<file path="config.mk">
export PLATFORM = sky130hd
export DESIGN_NAME = piso_serializer
export DESIGN_NICKNAME = d
export VERILOG_FILES = /design/src/rtl/piso_serializer_pkg.sv /design/src/rtl/piso_bit_counter.sv /design/src/rtl/piso_serializer.sv
export SDC_FILE = /design/constraint.sdc
export NUM_CORES = 1
export LEC_CHECK = 0
export CAP_MARGIN = 20
export CORE_MARGIN = 4
export CORE_UTILIZATION = 43
export CTS_CLUSTER_SIZE = 24
export DETAILED_ROUTE_END_ITERATION = 7
export PLACE_DENSITY = 0.8
export SLEW_MARGIN = 5
export SYNTH_ARGS = -nofsm -noshare
export SYNTH_HDL_FRONTEND = slang
export SYNTH_SLANG_ARGS = --single-unit
</file>
<file path="constraint.sdc">
create_clock -name clk -period 1.6 [get_ports clk]
set_input_delay 0.4 -clock clk [delete_from_list [all_inputs] [get_ports clk]]
set_output_delay 0.4 -clock clk [all_outputs]
set_load 0.02 [all_outputs]
</file>
<file path="src/rtl/piso_serializer_pkg.sv">
// Shared types and helpers for the PISO serializer: FSM state encoding and
// the bit-counter width function.
package piso_serializer_pkg;

   typedef enum logic {
      IDLE  = 1'b0,
      SHIFT = 1'b1
   } state_e;

   // Counter width needed to count 0..width-1; never narrower than one bit.
   function automatic int cnt_width(input int width);
      return (width < 2) ? 1 : $clog2(width);
   endfunction

endpackage

</file>
<file path="src/rtl/piso_bit_counter.sv">
// Bit counter for the serializer: increments on each enabled bit, clears
// synchronously, and flags the terminal count (WIDTH-1).
module piso_bit_counter
   import piso_serializer_pkg::*;
#(
   parameter int WIDTH = 8
) (
   input  logic clk,
   input  logic reset,
   input  logic en_i,
   input  logic clr_i,
   output logic tc_o
);

   localparam int CNT_W = cnt_width(WIDTH);
   localparam logic [CNT_W-1:0] LAST = CNT_W'(WIDTH - 1);

   logic [CNT_W-1:0] cnt_q;
   logic [CNT_W-1:0] cnt_d;

   always_comb begin
      cnt_d = cnt_q;
      if (clr_i) begin
         cnt_d = '0;
      end else if (en_i) begin
         cnt_d = cnt_q + CNT_W'(1);
      end
   end

   always_ff @(posedge clk or negedge reset) begin
      if (!reset) begin
         cnt_q <= '0;
      end else begin
         cnt_q <= cnt_d;
      end
   end

   assign tc_o = (cnt_q == LAST);

endmodule

</file>
<file path="src/rtl/piso_serializer.sv">
// Parallel-in serial-out serializer feeding a right-shift register LSB-first.
// Optional macro PISO_BACK_TO_BACK_EN allows reload on the last bit (no idle bubble).
module piso_serializer
   import piso_serializer_pkg::*;
#(
   parameter int WIDTH = 8
) (
   input  logic             clk,
   input  logic             reset,
   input  logic [WIDTH-1:0] in_data,
   input  logic             in_valid,
   output logic             in_ready,
   input  logic             stall,
   output logic             serial_out,
   output logic             serial_en,
   output logic             word_done
);

   state_e           state_q, state_d;
   logic [WIDTH-1:0] shreg_q, shreg_d;
   logic             word_done_q, word_done_d;

   logic shifting;
   logic bit_en;
   logic tc;
   logic last_bit;
   logic accept;

   assign shifting = (state_q == SHIFT);
   assign bit_en   = shifting && !stall;
   assign last_bit = bit_en && tc;

`ifdef PISO_BACK_TO_BACK_EN
   assign in_ready = !shifting || last_bit;
`else
   assign in_ready = !shifting;
`endif

   assign accept = in_valid && in_ready;

   piso_bit_counter #(
      .WIDTH (WIDTH)
   ) u_bit_counter (
      .clk   (clk),
      .reset (reset),
      .en_i  (bit_en),
      .clr_i (accept || last_bit),
      .tc_o  (tc)
   );

   // A load wins over the final shift so a back-to-back word replaces the drained one.
   always_comb begin
      state_d     = state_q;
      shreg_d     = shreg_q;
      word_done_d = last_bit;
      if (accept) begin
         shreg_d = in_data;
         state_d = SHIFT;
      end else if (bit_en) begin
         shreg_d = shreg_q >> 1;
         if (last_bit) begin
            state_d = IDLE;
         end
      end
   end

   always_ff @(posedge clk or negedge reset) begin
      if (!reset) begin
         state_q     <= IDLE;
         shreg_q     <= '0;
         word_done_q <= 1'b0;
      end else begin
         state_q     <= state_d;
         shreg_q     <= shreg_d;
         word_done_q <= word_done_d;
      end
   end

   assign serial_en  = bit_en;
   assign serial_out = shifting && shreg_q[0];
   assign word_done  = word_done_q;

endmodule

</file>
==> results.ini, run 1 <==
[outcome]
status = complete, no violations

[setup_path]
endpoint_kind = primary output
r2r_cells = 4
r2r_start = u_bit_counter.cnt_q[0]
path_max_fanout = 5
required_ps = 1200
crit_type = flop to primary output
start_kind = flop
arrival_ps = 1160
reg2reg_to = u_bit_counter.cnt_q[0]
r2r_slack_ps = 120

[drt]
vias = 559
drcViolationCount = 0
ant_nets = 0
wl_per_cell_um = 13.43
vias_per_cell = 5.427
first_iter_violations = 17
finalWirelength_mm = 1.383
firstDrtPassIters = 4

[final_layout]
nets = 103
insertedDiodeCount = 0
layout-drive-gt1-share = 0.2159
area_growth_pct = 43.50
fin_util = 0.6705
mostFrequentLayoutCells = buf_4 (13), dfrtp_1 (12), clkdlybuf4s50_1 (10)
mostFrequentLayoutCell = buf_4

[clocking]
cts.clk_slew.worst_paths_ps = 80
numCtsBuffers = 3
clock-sinks = 13
tritoncts = done
htree_levels = 1
root_buffer = clkbuf_4
clk_latency_ps = 270
cts.path.max_buffers = 2

[die]
num_rows = 13
start_util = 0.4672
die_x_um = 45.84
design.core.area_um2 = 1318
die_h_um = 45.84
dieArea_um2 = 2101
io_pins = 16

[place]
dp_slack_ps = -456.9
gp_congestion = 0.7685
post-dp-hpwl_mm = 1.034
port_buffers = 15

[sta]
holdWs_ps = 419.5
fin_crit_sh = 0.9739
fin_ws_ps = 41.72
fin_setup_tns_ps = 0
fin_crit_ps = 1558
finClkSkew_ps = 1.194
worstMarginPinSlew_ps = 212.0
rsz0062_at_grt = no
setup_viol = 0
finalMaxSlewViolations = 0
hold_viol_final = 0
max_clock_freq_ghz = 0.6417
slew_headroom = 0.8578

[global_route]
antenna_found_initial = 0
grt_use_total = 0.1566
globalRouteOverflowTotal = 0
grt_pass1_vias = 553
grt_pass1_wl_mm = 2.297
grt_max_degree = 14

[power]
ir_drop_mv = 0.6827
p_per_area_nw_per_um2 = 1243
p_leak_nw = 0.4580

[logic_synthesis]
syn_nets = 73
syn_avg_cell_area_um2 = 10.43
synth_cells = 59
syn_area_um2 = 615.6
ys_seq_area_frac = 0.5285
synth.distinct_cells = 21
ys_ff_latch = 13
yosysWarnings = 0

[run]
maxCapViolCount = 0

[worst_hold_path]
hp-class = primary input to asynchronous set/reset pin

## cell families (layout without fill, tap and decap cells)
family / count (synthesis) / after routing / share of synthesized area
AOI/OAI and AO/OA: 17 / 17 / 0.1667
adders and majority gates: 2 / 2 / 0.04064
muxes: 2 / 2 / 0.03252
and+or+nand+nor: 16 / 16 / 0.1525
buffers and inverters: 9 / 38 / 0.07927
DFF: 13 / 13 / 0.5285
## synth_stat cells
library cell,n,area [um^2]
nand2b_1,2,12.51
nor2b_1,1,6.260
and2_4,1,8.760
buf_6,2,22.52
a221o_1,1,10.01
o21ai_0,3,15.01
nand3b_1,2,15.01
inv_1,7,26.28
or4_1,1,7.510
dfrtp_1,13,325.3
ha_1,2,25.02
and3_1,1,6.260
mux2i_1,2,20.02
or2_1,1,6.260
a211oi_1,1,7.510
a21oi_1,6,30.03
o2bb2ai_1,1,8.760
and2_1,2,12.51
nor2_1,2,7.510
nand2_1,3,11.26
o22ai_1,5,31.28
## worst max-delay path by stage
stage	depth (start not counted)	slack, ps	to	from
detailed placement	4	-460	serial_en	stall
global route	2	4	serial_out	shifting
floorplan	4	220	u_bit_counter.cnt_q[0]	u_bit_counter.cnt_q[0]
CTS	4	-20	serial_en	stall
finish	2	40	serial_out	shifting
global placement	4	-470	serial_en	stall
## critical path, stage by stage, from the launching register on
cell and delay, ps:
dfrtp_2 440, and2_1 140, dlygate4sd2_1 310
## through the flow
step / power (mW) / cell area (um^2) / cells
2_1_floorplan: 0.7355 / 615.6 / 59
3_3_place_gp: 0.8811 / 844.6 / 98
3_5_place_dp: 0.9074 / 844.6 / 98
4_1_cts: 1.095 / 864.6 / 102
5_1_grt: 1.188 / 883.3 / 103
6_report: 1.098 / 883.3 / 103
## where the power goes
group	switching, mW	internal [mW]	total, mW
registers	0.0671	0.437	0.504
logic	0.186	0.208	0.394
clock network	0.103	0.0966	0.200
## timing repair
| action | CTS | global route |
|---|---|---|
| endpoints found under the setup margin | 4 | 2 |
| resized for setup | 8 | 3 |
| hold buffers | 0 | 0 |
| buffers inserted | 0 | 1 |
## per-layer routing
metal | share of wire | vias up | GRT usage
met5 | 0 | - | 0
met4 | 0.014 | 0 | 0.07955
met3 | 0.083 | 4 | 0.05138
met2 | 0.48 | 23 | 0.2479
met1 | 0.42 | 268 | 0.1886
li1 | - | 264 | -
## sequential cells by signal, indices dropped and copies added, names as in the netlist
signal	count
word_done	1
shreg_q	8
u_bit_counter.cnt_q	3
shifting	1
## area by class of cell
| type | instances | area [um^2] |
|---|---|---|
| multi-input cells | 37 | 249.0 |
| clock buffers | 4 | 26.28 |
| inverters | 7 | 26.28 |
| fillers | 108 | 434.2 |
| well taps | 15 | 18.77 |
| repair buffers | 27 | 236.5 |
| flip-flops and latches | 13 | 326.6 |
Note: power is estimated with default switching activity, not from simulation.
==> inputs of run 2 (changes only) <==
- MAX_ROUTING_LAYER: unset -> met4
==> results.ini, run 2 (synthesis results as in run 1) <==
[place]
dp.cells = 98
post-dp-hpwl_mm = 1.034
dp_slack_ps = -456.9
port_buffers = 15
dpl_cell_area_um2 = 844.6
gp_congestion = 0.7788

[setup_path]
path_max_fanout = 5
crit_type = flop to primary output
arrival_ps = 1160
critPathMaxStageDelay_ps = 440
r2r_start = u_bit_counter.cnt_q[0]
r2r_slack_ps = 120
cp_num_buf_inv = 1
r2r_cells = 4
reg2reg_to = u_bit_counter.cnt_q[0]
cp_top_family = flip-flops
endpoint_kind = primary output
slowest_stage = dfrtp_2
crit_chain = and2_1 -> dlygate4sd2_1
required_ps = 1200
start_kind = flop

[final_layout]
largest_reg_flops = 8
area_growth_pct = 43.50
mostFrequentLayoutCells = buf_4 (13), dfrtp_1 (12), clkdlybuf4s50_1 (10)
top_register = shreg_q
mostFrequentLayoutCell = buf_4
reg_top3 = shreg_q (8), u_bit_counter.cnt_q (3)
fin_util = 0.6705
stdcell_area_um2 = 883.3
fin_cells = 103
layout-drive-gt1-share = 0.2159
nets = 103
insertedDiodeCount = 0

[drt]
drcViolationCount = 0
firstDrtPassIters = 4
finalWirelength_mm = 1.383
vias = 559
wl_per_cell_um = 13.43
ant_nets = 0
first_iter_violations = 17
vias_per_cell = 5.427

[outcome]
status = complete, no violations

[global_route]
grtUsageMet3 = 0.04743
grt.met2_usage = 0.2479
antenna_found_initial = 0
grt_max_degree = 14
top_usage_layer = met2
globalRouteOverflowTotal = 0
grt_use_total = 0.1612
grt_pass1_wl_mm = 2.297
use_met1 = 0.1911
grt_pass1_vias = 553

[worst_hold_path]
hp-class = primary input to asynchronous set/reset pin

[sta]
hold_viol_final = 0
fin_crit_ps = 1558
holdWs_ps = 419.5
rsz0062_at_grt = no
fin_crit_sh = 0.9739
max_clock_freq_ghz = 0.6417
worstMarginPinSlew_ps = 212.0
finClkSkew_ps = 1.194
slew_headroom = 0.8578
fin_setup_tns_ps = 0
finalMaxSlewViolations = 0
fin_ws_ps = 41.72
setup_viol = 0

[clocking]
root_buffer = clkbuf_4
cts.path.max_buffers = 2
clock-sinks = 13
htree_levels = 1
tritoncts = done
clk_latency_ps = 270
numCtsBuffers = 3
cts.clk_slew.worst_paths_ps = 80

[power]
p_leak_nw = 0.4580
p_per_area_nw_per_um2 = 1243
power_mw = 1.098
ir_drop_mv = 0.6827

[die]
design.core.area_um2 = 1318
io_pins = 16
die_h_um = 45.84
die_x_um = 45.84
start_util = 0.4672
num_rows = 13
dieArea_um2 = 2101

[run]
maxCapViolCount = 0

-- run 2: worst max path at each step --
| stage | startpoint | endpoint | slack (ps) | cells after the start |
|---|---|---|---|---|
| floorplan | u_bit_counter.cnt_q[0] | u_bit_counter.cnt_q[0] | 220 | 4 |
| global placement | stall | serial_en | -470 | 4 |
| detailed placement | stall | serial_en | -460 | 4 |
| finish | shifting | serial_out | 40 | 2 |
| global route | shifting | serial_out | 4 | 2 |
| CTS | stall | serial_en | -20 | 4 |
-- run 2: layout make-up --
type	instances	area, um^2
fillers	108	434.2
flip-flops and latches	13	326.6
multi-input cells	37	249.0
repair buffers	27	236.5
clock buffers	4	26.28
inverters	7	26.28
well taps	15	18.77
-- run 2: metal layers --
| metal | routed length (um) | vias to the layer above |
|---|---|---|
| met5 | 0 | - |
| met4 | 19 | 0 |
| met3 | 106 | 4 |
| met2 | 663 | 23 |
| met1 | 594 | 268 |
| li1 | - | 264 |
-- run 2: worst reg2reg max path, cell delays in order (launching register included) --
cell and delay (ps):
dfrtp_1 410, ha_1 210, ha_1 210, or4_1 520, nand2_1 80
-- run 2: what timing repair did --
item / in CTS / in global routing
endpoints found under the setup margin: 4 / 2
buffers inserted: 0 / 1
gates resized for setup: 8 / 3
hold buffers: 0 / 0
gates cloned: 0 / 0
-- run 2: power by group --
part / switching [mW] / total [mW] / leakage, nW / internal [mW]
logic: 0.186 / 0.394 / 0.289 / 0.208
clock network: 0.103 / 0.200 / 0.0150 / 0.0966
registers: 0.0671 / 0.504 / 0.154 / 0.437
total: 0.356 / 1.10 / 0.458 / 0.742
